===== src/rtl/data_stack_pkg.sv =====
// Shared definitions for the data stack: opcode encoding and default sizing.
package data_stack_pkg;

  localparam int DEF_WORD_LEN    = 8;
  localparam int DEF_STACK_DEPTH = 8;

  typedef enum logic [2:0] {
    OP_NOP   = 3'd0,
    OP_PUSH  = 3'd1,
    OP_POP   = 3'd2,
    OP_DUP   = 3'd3,
    OP_SWAP  = 3'd4,
    OP_DROP2 = 3'd5,
    OP_CLR   = 3'd6,
    OP_RSVD  = 3'd7
  } op_e;

endpackage


===== src/rtl/data_stack_regfile.sv =====
// Stack storage: one write port, two combinational read ports. No reset on contents.
module stack_regfile
  import data_stack_pkg::*;
#(
  parameter int WORD_LEN    = DEF_WORD_LEN,
  parameter int STACK_DEPTH = DEF_STACK_DEPTH
) (
  input  logic                           clk,
  input  logic                           we,
  input  logic [$clog2(STACK_DEPTH)-1:0] waddr,
  input  logic [WORD_LEN-1:0]            wdata,
  input  logic [$clog2(STACK_DEPTH)-1:0] raddr1,
  input  logic [$clog2(STACK_DEPTH)-1:0] raddr2,
  output logic [WORD_LEN-1:0]            rdata1,
  output logic [WORD_LEN-1:0]            rdata2
);

  logic [STACK_DEPTH-1:0][WORD_LEN-1:0] mem;

  // single write port
  always_ff @(posedge clk) begin
    if (we) mem[waddr] <= wdata;
  end

  assign rdata1 = mem[raddr1];
  assign rdata2 = mem[raddr2];

endmodule


===== src/rtl/data_stack.sv =====
// Single-cycle data stack. The top two entries live in the tos/nos registers;
// the array holds everything below them, so ptr advances only when nos spills.
// Optional macro DATA_STACK_GUARD_EN: violating ops change nothing but err.
// Without it, PUSH/DUP on full overwrite the oldest entry (pointer wraps);
// every other violating op also leaves the stack untouched and sets err.
module data_stack
  import data_stack_pkg::*;
#(
  parameter int WORD_LEN    = DEF_WORD_LEN,
  parameter int STACK_DEPTH = DEF_STACK_DEPTH
) (
  input  logic                         clk,
  input  logic                         rstn,
  input  logic                         op_valid,
  input  logic [2:0]                   op,
  input  logic [WORD_LEN-1:0]          din,
  output logic [WORD_LEN-1:0]          tos,
  output logic [WORD_LEN-1:0]          nos,
  output logic [$clog2(STACK_DEPTH):0] count,
  output logic                         empty,
  output logic                         full,
  output logic                         err
);

  localparam int PW = $clog2(STACK_DEPTH);
  localparam int CW = PW + 1;
  localparam logic [CW-1:0] DEPTH_C = CW'(STACK_DEPTH);

  op_e              opc;
  logic [PW-1:0]    ptr, ptr_nxt, ra1, ra2;
  logic [CW-1:0]    cnt_nxt;
  logic [WORD_LEN-1:0] tos_nxt, nos_nxt, rd1, rd2;
  logic             err_nxt, we, viol, apply;
  logic             has1, has2, has3, has4, is_full, is_push;

  assign opc     = op_valid ? op_e'(op) : OP_NOP;
  assign has1    = (32'(count) >= 32'd1);
  assign has2    = (32'(count) >= 32'd2);
  assign has3    = (32'(count) >= 32'd3);
  assign has4    = (32'(count) >= 32'd4);
  assign is_full = (count == DEPTH_C);
  assign is_push = (opc == OP_PUSH) || (opc == OP_DUP);
  assign ra1     = ptr - PW'(1);
  assign ra2     = ptr - PW'(2);

  // precondition check
  always_comb begin
    viol = 1'b0;
    case (opc)
      OP_PUSH:           viol = is_full;
      OP_DUP:            viol = is_full || !has1;
      OP_POP:            viol = !has1;
      OP_SWAP, OP_DROP2: viol = !has2;
      default:           viol = 1'b0;
    endcase
  end

`ifdef DATA_STACK_GUARD_EN
  assign apply = !viol;
`else
  assign apply = !viol || (is_push && is_full);
`endif

  stack_regfile #(.WORD_LEN(WORD_LEN), .STACK_DEPTH(STACK_DEPTH)) u_rf (
    .clk    (clk),
    .we     (we),
    .waddr  (ptr),
    .wdata  (nos),
    .raddr1 (ra1),
    .raddr2 (ra2),
    .rdata1 (rd1),
    .rdata2 (rd2)
  );

  // next-state for pointer, count, top registers and error flag
  always_comb begin
    ptr_nxt = ptr;
    cnt_nxt = count;
    tos_nxt = tos;
    nos_nxt = nos;
    we      = 1'b0;
    err_nxt = err | viol;
    if (opc == OP_CLR) begin
      ptr_nxt = '0;
      cnt_nxt = '0;
      tos_nxt = '0;
      nos_nxt = '0;
      err_nxt = 1'b0;
    end else if (apply) begin
      case (opc)
        OP_PUSH, OP_DUP: begin
          tos_nxt = (opc == OP_PUSH) ? din : tos;
          nos_nxt = tos;
          // old nos spills into the array only if it was a real entry
          if (has2) begin
            we      = 1'b1;
            ptr_nxt = ptr + PW'(1);
          end
          if (!is_full) cnt_nxt = count + CW'(1);
        end
        OP_POP: begin
          tos_nxt = nos;
          nos_nxt = has3 ? rd1 : '0;
          if (has3) ptr_nxt = ptr - PW'(1);
          cnt_nxt = count - CW'(1);
        end
        OP_SWAP: begin
          tos_nxt = nos;
          nos_nxt = tos;
        end
        OP_DROP2: begin
          tos_nxt = has3 ? rd1 : '0;
          nos_nxt = has4 ? rd2 : '0;
          if (has4)      ptr_nxt = ptr - PW'(2);
          else if (has3) ptr_nxt = ptr - PW'(1);
          cnt_nxt = count - CW'(2);
        end
        default: ;
      endcase
    end
  end

  // state registers
  always_ff @(posedge clk or negedge rstn) begin
    if (!rstn) begin
      ptr   <= '0;
      count <= '0;
      tos   <= '0;
      nos   <= '0;
      err   <= 1'b0;
    end else begin
      ptr   <= ptr_nxt;
      count <= cnt_nxt;
      tos   <= tos_nxt;
      nos   <= nos_nxt;
      err   <= err_nxt;
    end
  end

  assign empty = (count == '0);
  assign full  = is_full;

endmodule


===== config.mk =====
export PLATFORM = sky130hd
export DESIGN_NAME = data_stack
export DESIGN_NICKNAME = d
export VERILOG_FILES = /design/src/rtl/data_stack_pkg.sv /design/src/rtl/data_stack_regfile.sv /design/src/rtl/data_stack.sv
export SDC_FILE = /design/constraint.sdc
export NUM_CORES = 1
export LEC_CHECK = 0
export CAP_MARGIN = 5
export CORE_ASPECT_RATIO = 0.75
export CORE_MARGIN = 4
export CORE_UTILIZATION = 30
export CTS_CLUSTER_DIAMETER = 40
export DETAILED_ROUTE_END_ITERATION = 12
export GPL_ROUTABILITY_DRIVEN = 0
export PLACE_DENSITY = 0.55
export SYNTH_ARGS = -nofsm -noshare
export SYNTH_HDL_FRONTEND = slang
export SYNTH_HIERARCHICAL = 1
export SYNTH_SLANG_ARGS = --single-unit

===== constraint.sdc =====
create_clock -name clk -period 2.7 [get_ports clk]
set_input_delay 0.54 -clock clk [delete_from_list [all_inputs] [get_ports clk]]
set_output_delay 0.54 -clock clk [all_outputs]
set_load 0.01 [all_outputs]

After elaboration in Yosys (flattened, before gate mapping)
Cells that the tools add are included.
Widths: inputs -> output; s select.

word-level totals
  flip-flop bits (word level) = 88
  bits of input ports = 14
  bits in read-only memories = 0
  RAM bits = 0
  memories = 0
  latch bits = 0

cells by class
  divide/modulo/power cells = 0
  $add $sub $neg = 6
  reduce and logical (&&, ||, !) cells = 21
  shift operators = 0
  order comparisons = 8
  equal/unequal tests = 10
  bitwise logic cells = 1
  multiply operators = 0
  muxes and demuxes = 33

operator list
  kind                 number
  $mux 8               10
  $bwmux 64            1
  $bmux 8 s3           2
  $pmux 8 s3           2
  $demux 8 s3          1
  $mux 3               6
  $lt 3x4->1 const B   3
  $mux 4               3
  $pmux 4 s3           1
  $reduce_bool 4->1    3
  $eq 3x3->1 const B   3
  $ne 3x3->1 const B   3
  $pmux 3 s3           1
  $reduce_and 3->1     3
  $ge 4x2->1 const B   2
  $eq 3x2->1 const B   2
  $reduce_or 2->1      3
  $mux 1               5
  $add 4x1->4 const B  1
  $eq 4x4->1 const B   1
  $ge 4x1->1 const B   1
  $ge 4x3->1 const B   1
  $logic_not 4->1      1
  $pmux 1 s4           1
  14 further kinds     19

Longest topological paths before layout
  word-level depth = 8
  gate-level depth with buffers = 10
  mapped depth without buffers = 8

Cells and area by module
The synthesis kept the hierarchy.

by module, submodules not included
  module         sequential area each (µm²)  cells each  instances  area each (µm²)
  stack_regfile  1921.8                      135         1          3078.0
  data_stack     600.6                       222         1          2044.5

Least setup slack after synthesis
No wires, ideal clock.

  path type = register to register
  start = register ptr[1]
  end = register tos[6]
  cell stages (with the launch flop) = 11
  library setup time = 0.127 ns
  data required time = 2.573 ns
  slack = 0.158 ns
  period minus slack after synthesis = 2.542 ns
  data arrival time = 2.414 ns
  path buffers = 2
  cells stage by stage = dfrtp_1 > inv_1 > ha_1 > xor2_1 > clkbuf_1 > buf_2 > mux4_2 > mux2_2 > a32oi_1 > a21oi_1 > mux2_1

on the way
  word-level cells in the longest chain between the ends = 7

ends and longest elaborated chain
  element                       line                      RTL
  start, declared               data_stack.sv:30          logic [PW-1:0] ptr, ptr_nxt, ra1, ra2;
  start signal, assigned        data_stack.sv:132         ptr <= ptr_nxt;
  $sub 3x1->3                   data_stack.sv:43          assign ra1 = ptr - PW'(1);
  net ra1[2]                    data_stack.sv:30
  $bmux 8 s3                    data_stack_regfile.sv:25  assign rdata1 = mem[raddr1];
  $mux 8 (implied by the code)  data_stack_regfile.sv:25
  net rd1[6]                    data_stack.sv:32          logic [WORD_LEN-1:0] tos_nxt, nos_nxt, rd1, rd2;
  $mux 8                        data_stack.sv:112         tos_nxt = has3 ? rd1 : '0;
  $pmux 8 s3                    data_stack.sv:90          case (opc)
  $mux 8                        data_stack.sv:89          end else if (apply) begin
  $mux 8                        data_stack.sv:83          if (opc == OP_CLR) begin
  end signal, assigned          data_stack.sv:134         tos <= tos_nxt;
  end, declared                 data_stack.sv:17          output logic [WORD_LEN-1:0] tos,

The timed path passes the listed nets, and every way through them passes these cells. The select of a mux whose other input is x is not followed.
A chain may end at the register's enable or synchronous reset.

Final worst setup path
  start = register count[1]
  end = output port full

on the way
  word-level cells in the longest chain between the ends = 1

ends and longest elaborated chain
  element                 line               RTL
  start, declared         data_stack.sv:19   output logic [$clog2(STACK_DEPTH):0] count,
  start signal, assigned  data_stack.sv:133  count <= cnt_nxt;
  $eq 4x4->1              data_stack.sv:41   assign is_full = (count == DEPTH_C);
  end, declared           data_stack.sv:21   output logic full,

Every way passes these cells.

==> metrics.csv <==
stage;metric;value;unit
final_layout;fill_cells;1593;
die;die-area;0.0193;mm²
synthesis;muxShareOfSynthArea;21.8;%
critical_path;cpLargestDelayFamily;buffers and inverters;
hold_path;hold_start;err$_DFF_PN0_;
critical_path;startpoint_type;flip-flop;
critical_path;worst_path_largest_cell_delay;540;ps
routing;wl_per_cell;19.8;µm
clock_network;post_cts_buffers;0;
routing;final_antenna_net_count;0;
sta;setup_violations;0;
die;io-pin-count;37;
sta;slew_headroom;55.0;%
outcome;status;finished clean;
sta;fin_crit;2530;ps
clock_network;numCtsBuffers;9;
synthesis;yosys.area_share.simple;9.18;%
critical_path;r2r-start;ptr[0]$_DFFE_PN0P_;
critical_path;end_kind;primary output;
final_layout;drive_above_1_share;21.7;%
hold_path;worstHoldPathType;reg -> reg;
flow_run;cap_violations;0;
die;initial_core_util;30.5;%
sta;rsz0062_at_grt;no;
critical_path;cp_num_buf_inv;2;
final_layout;stdcell_area;0.00616;mm²
critical_path;path_cells;inv_2 -> ha_1 -> and3_4 -> clkdlybuf4s50_1;
sta;worstMarginPinSlew;674;ps
sta;timing_max_transition_violations_final;0;
synthesis;ys_seq_area_share;49.2;%
synthesis;synth_top_area_cell;edfxtp_1;
synthesis;synthCells;357;
die;fp-row-count;41;
power_and_ir_drop;p_per_area;1060;mW/mm²
placed_design;io_buffers;36;
critical_path;critPathArrivalTime;1990;ps
global_route;grt-ovfl-total;0;
critical_path;required;2160;ps
global_route;grt_pass1_wl;19900;µm
critical_path;cp_max_fo;7;
critical_path;critPathSlowestCell;clkdlybuf4s50_1;
clock_network;cts_tree;yes;
global_route;grt_max_degree;25;
final_layout;final_common_cell;edfxtp_1;
synthesis;yosysWarningCount;6;
die;die_h;121;µm
synthesis;yosysUniqueCellTypes;69;
critical_path;critPathLaunch;count[1]$_DFFE_PN0P_;
die;die_w;159;µm
critical_path;critical_path_class;reg -> out;
synthesis;ys.flop_type;edfxtp_1;
synthesis;synth_edf_count;64;
sta;clock_skew;7.36;ps
routing;wirelength;12600;µm
routing;first_iter_violations;256;
clock_network;cts_sinks;88;
sta;tns;0;ps
power_and_ir_drop;peakVddDrop;0.632;mV
final_layout;utilization;36.7;%
sta;min_period_over_period;93.9;%
global_route;antenna_found_initial;0;
placed_design;hpwlAfterDp;9390;µm
synthesis;ys_seq_elements;88;
clock_network;clkTransAtPathRegs;70;ps
routing;dr.pass1.iters;5;
clock_network;cts-htree-levels;3;
placed_design;placed_area;0.00588;mm²
final_layout;n_antenna_cell;0;
synthesis;synth-compound-area-share;12.5;%
synthesis;synth_top_area_share;37.5;%
synthesis;synth_top_family_by_area;multiplexers;
synthesis;synth_xor_xnor_area_share;0.684;%
clock_network;worst_skew_pair.late_latency;340;ps
die;core;0.0168;mm²
synthesis;syn-num-nets;380;
global_route;grt_usage;13.4;%
clock_network;cts_max_path_buffers;2;
synthesis;synth.area.top_cells;edfxtp_1 38%, mux4_1 15%, dfrtp_1 12%, mux2_2 3.5%, ha_1 2.2%;
global_route;grt_pass1_vias;3468;
synthesis;synthesis.area;0.00512;mm²
power_and_ir_drop;power_leakage;2.23;nW
sta;whs;514;ps
synthesis;syn_avg_cell_area;14.3;µm²
synthesis;ys_async_sr_fraction;27.3;%
routing;vias;3500;
sta;hold_viol;0;
routing;drc_errors;0;
clock_network;cts_root_buf;clkbuf_16;
synthesis;synthAdderAreaFrac;2.20;%
final_layout;most-common-layout-cells;64 x edfxtp_1, 36 x clkdlybuf4s50_1, 36 x buf_4;
sta;timing.fmax;395;MHz
routing;via_per_inst;5.49;
final_layout;fin_nets;441;
final_layout;synthToLayoutAreaGrowth;20.2;%
[synth_stat cells (3+ instances only)]
library cell / count
a21o_1: 5
a31oi_1: 3
buf_6: 6
nor2_1: 16
a221oi_1: 5
mux4_1: 29
a31o_1: 4
nand2_1: 26
mux4_2: 3
a211oi_1: 4
o21ai_0: 4
a32oi_1: 12
dfrtp_1: 24
buf_2: 8
clkbuf_1: 4
a21oi_1: 22
mux2_2: 16
nand3_1: 4
edfxtp_1: 64
nand2b_1: 5
nor3_1: 7
ha_1: 9
inv_1: 10
mux2_1: 7
[per-stage QoR]
step / instances / worst slack, ps / power [mW]
3_5_place_dp: 622 / 169 / 5.39
2_1_floorplan: 357 / 158 / 4.29
6_report: 638 / 166 / 6.54
4_1_cts: 638 / 36.2 / 6.59
5_1_grt: 638 / 52.0 / 6.94
3_3_place_gp: 622 / 136 / 5.39
[report_power, final]
group / leakage [nW] / switching [mW] / internal (mW)
logic: 1.22 / 1.60 / 1.64
registers: 0.882 / 0.333 / 1.80
clock network: 0.134 / 0.530 / 0.635
total: 2.23 / 2.46 / 4.08
[flip-flops by register name (all words and copies together) (netlist names)]
register	flops
count	4
err	1
nos	8
ptr	3
tos	8
u_rf/mem	64
[layout make-up]
| type | count | area [µm²] | area share [%] |
|---|---|---|---|
| Multi-Input combinational cell | 235 | 2380 | 38.6 |
| Inverter | 10 | 37.5 | 0.610 |
| Clock inverter | 6 | 51.3 | 0.833 |
| Tap cell | 215 | 269 | 4.37 |
| Timing Repair Buffer | 74 | 671 | 10.9 |
| Sequential cell | 88 | 2520 | 41.0 |
| Clock buffer | 10 | 229 | 3.72 |
[what timing repair did]
action                                  CTS  global route
resized for setup                         0             2
hold buffers                              0             0
endpoints found under the setup margin    0             2
[worst paths after layout]
check	depth (start not counted)	endpoint	slack [ps]
min in group asynchronous	2	nos[5]$_DFFE_PN0P_	550
worst min register to register	2	err$_DFF_PN0_	510
worst max-delay path	4	full	170
max in group asynchronous	2	count[1]$_DFFE_PN0P_	1870
worst max register to register	9	tos[1]$_DFFE_PN0P_	250
worst min-delay path	2	err$_DFF_PN0_	510
[logic make-up (layout without fill, tap and decap cells)]
kind of cell | Yosys count | count (layout)
flops | 88 | 88
mux | 57 | 57
simple gates | 82 | 82
fa+ha+maj | 9 | 9
xor+xnor | 4 | 4
compound gates | 83 | 83
buf+inv | 34 | 100
[routing by layer]
| metal | vias to the layer above | wire length (µm) | track usage (%) |
|---|---|---|---|
| li1 | 1589 | - | - |
| met1 | 1776 | 6180 | 20.3 |
| met2 | 119 | 5490 | 19.2 |
| met3 | 16 | 810 | 3.06 |
| met4 | 0 | 159 | 3.74 |
| met5 | - | 0 | 0 |
[worst register-to-register path: stages (launching register included)]
cell,delay [ps]
dfrtp_1,370
inv_1,90
ha_1,180
xor2_1,140
buf_4,270
mux4_1,350
mux2_2,330
a32oi_1,220
a21oi_1,100
mux2_1,280
(Power assumes the default switching activity.)
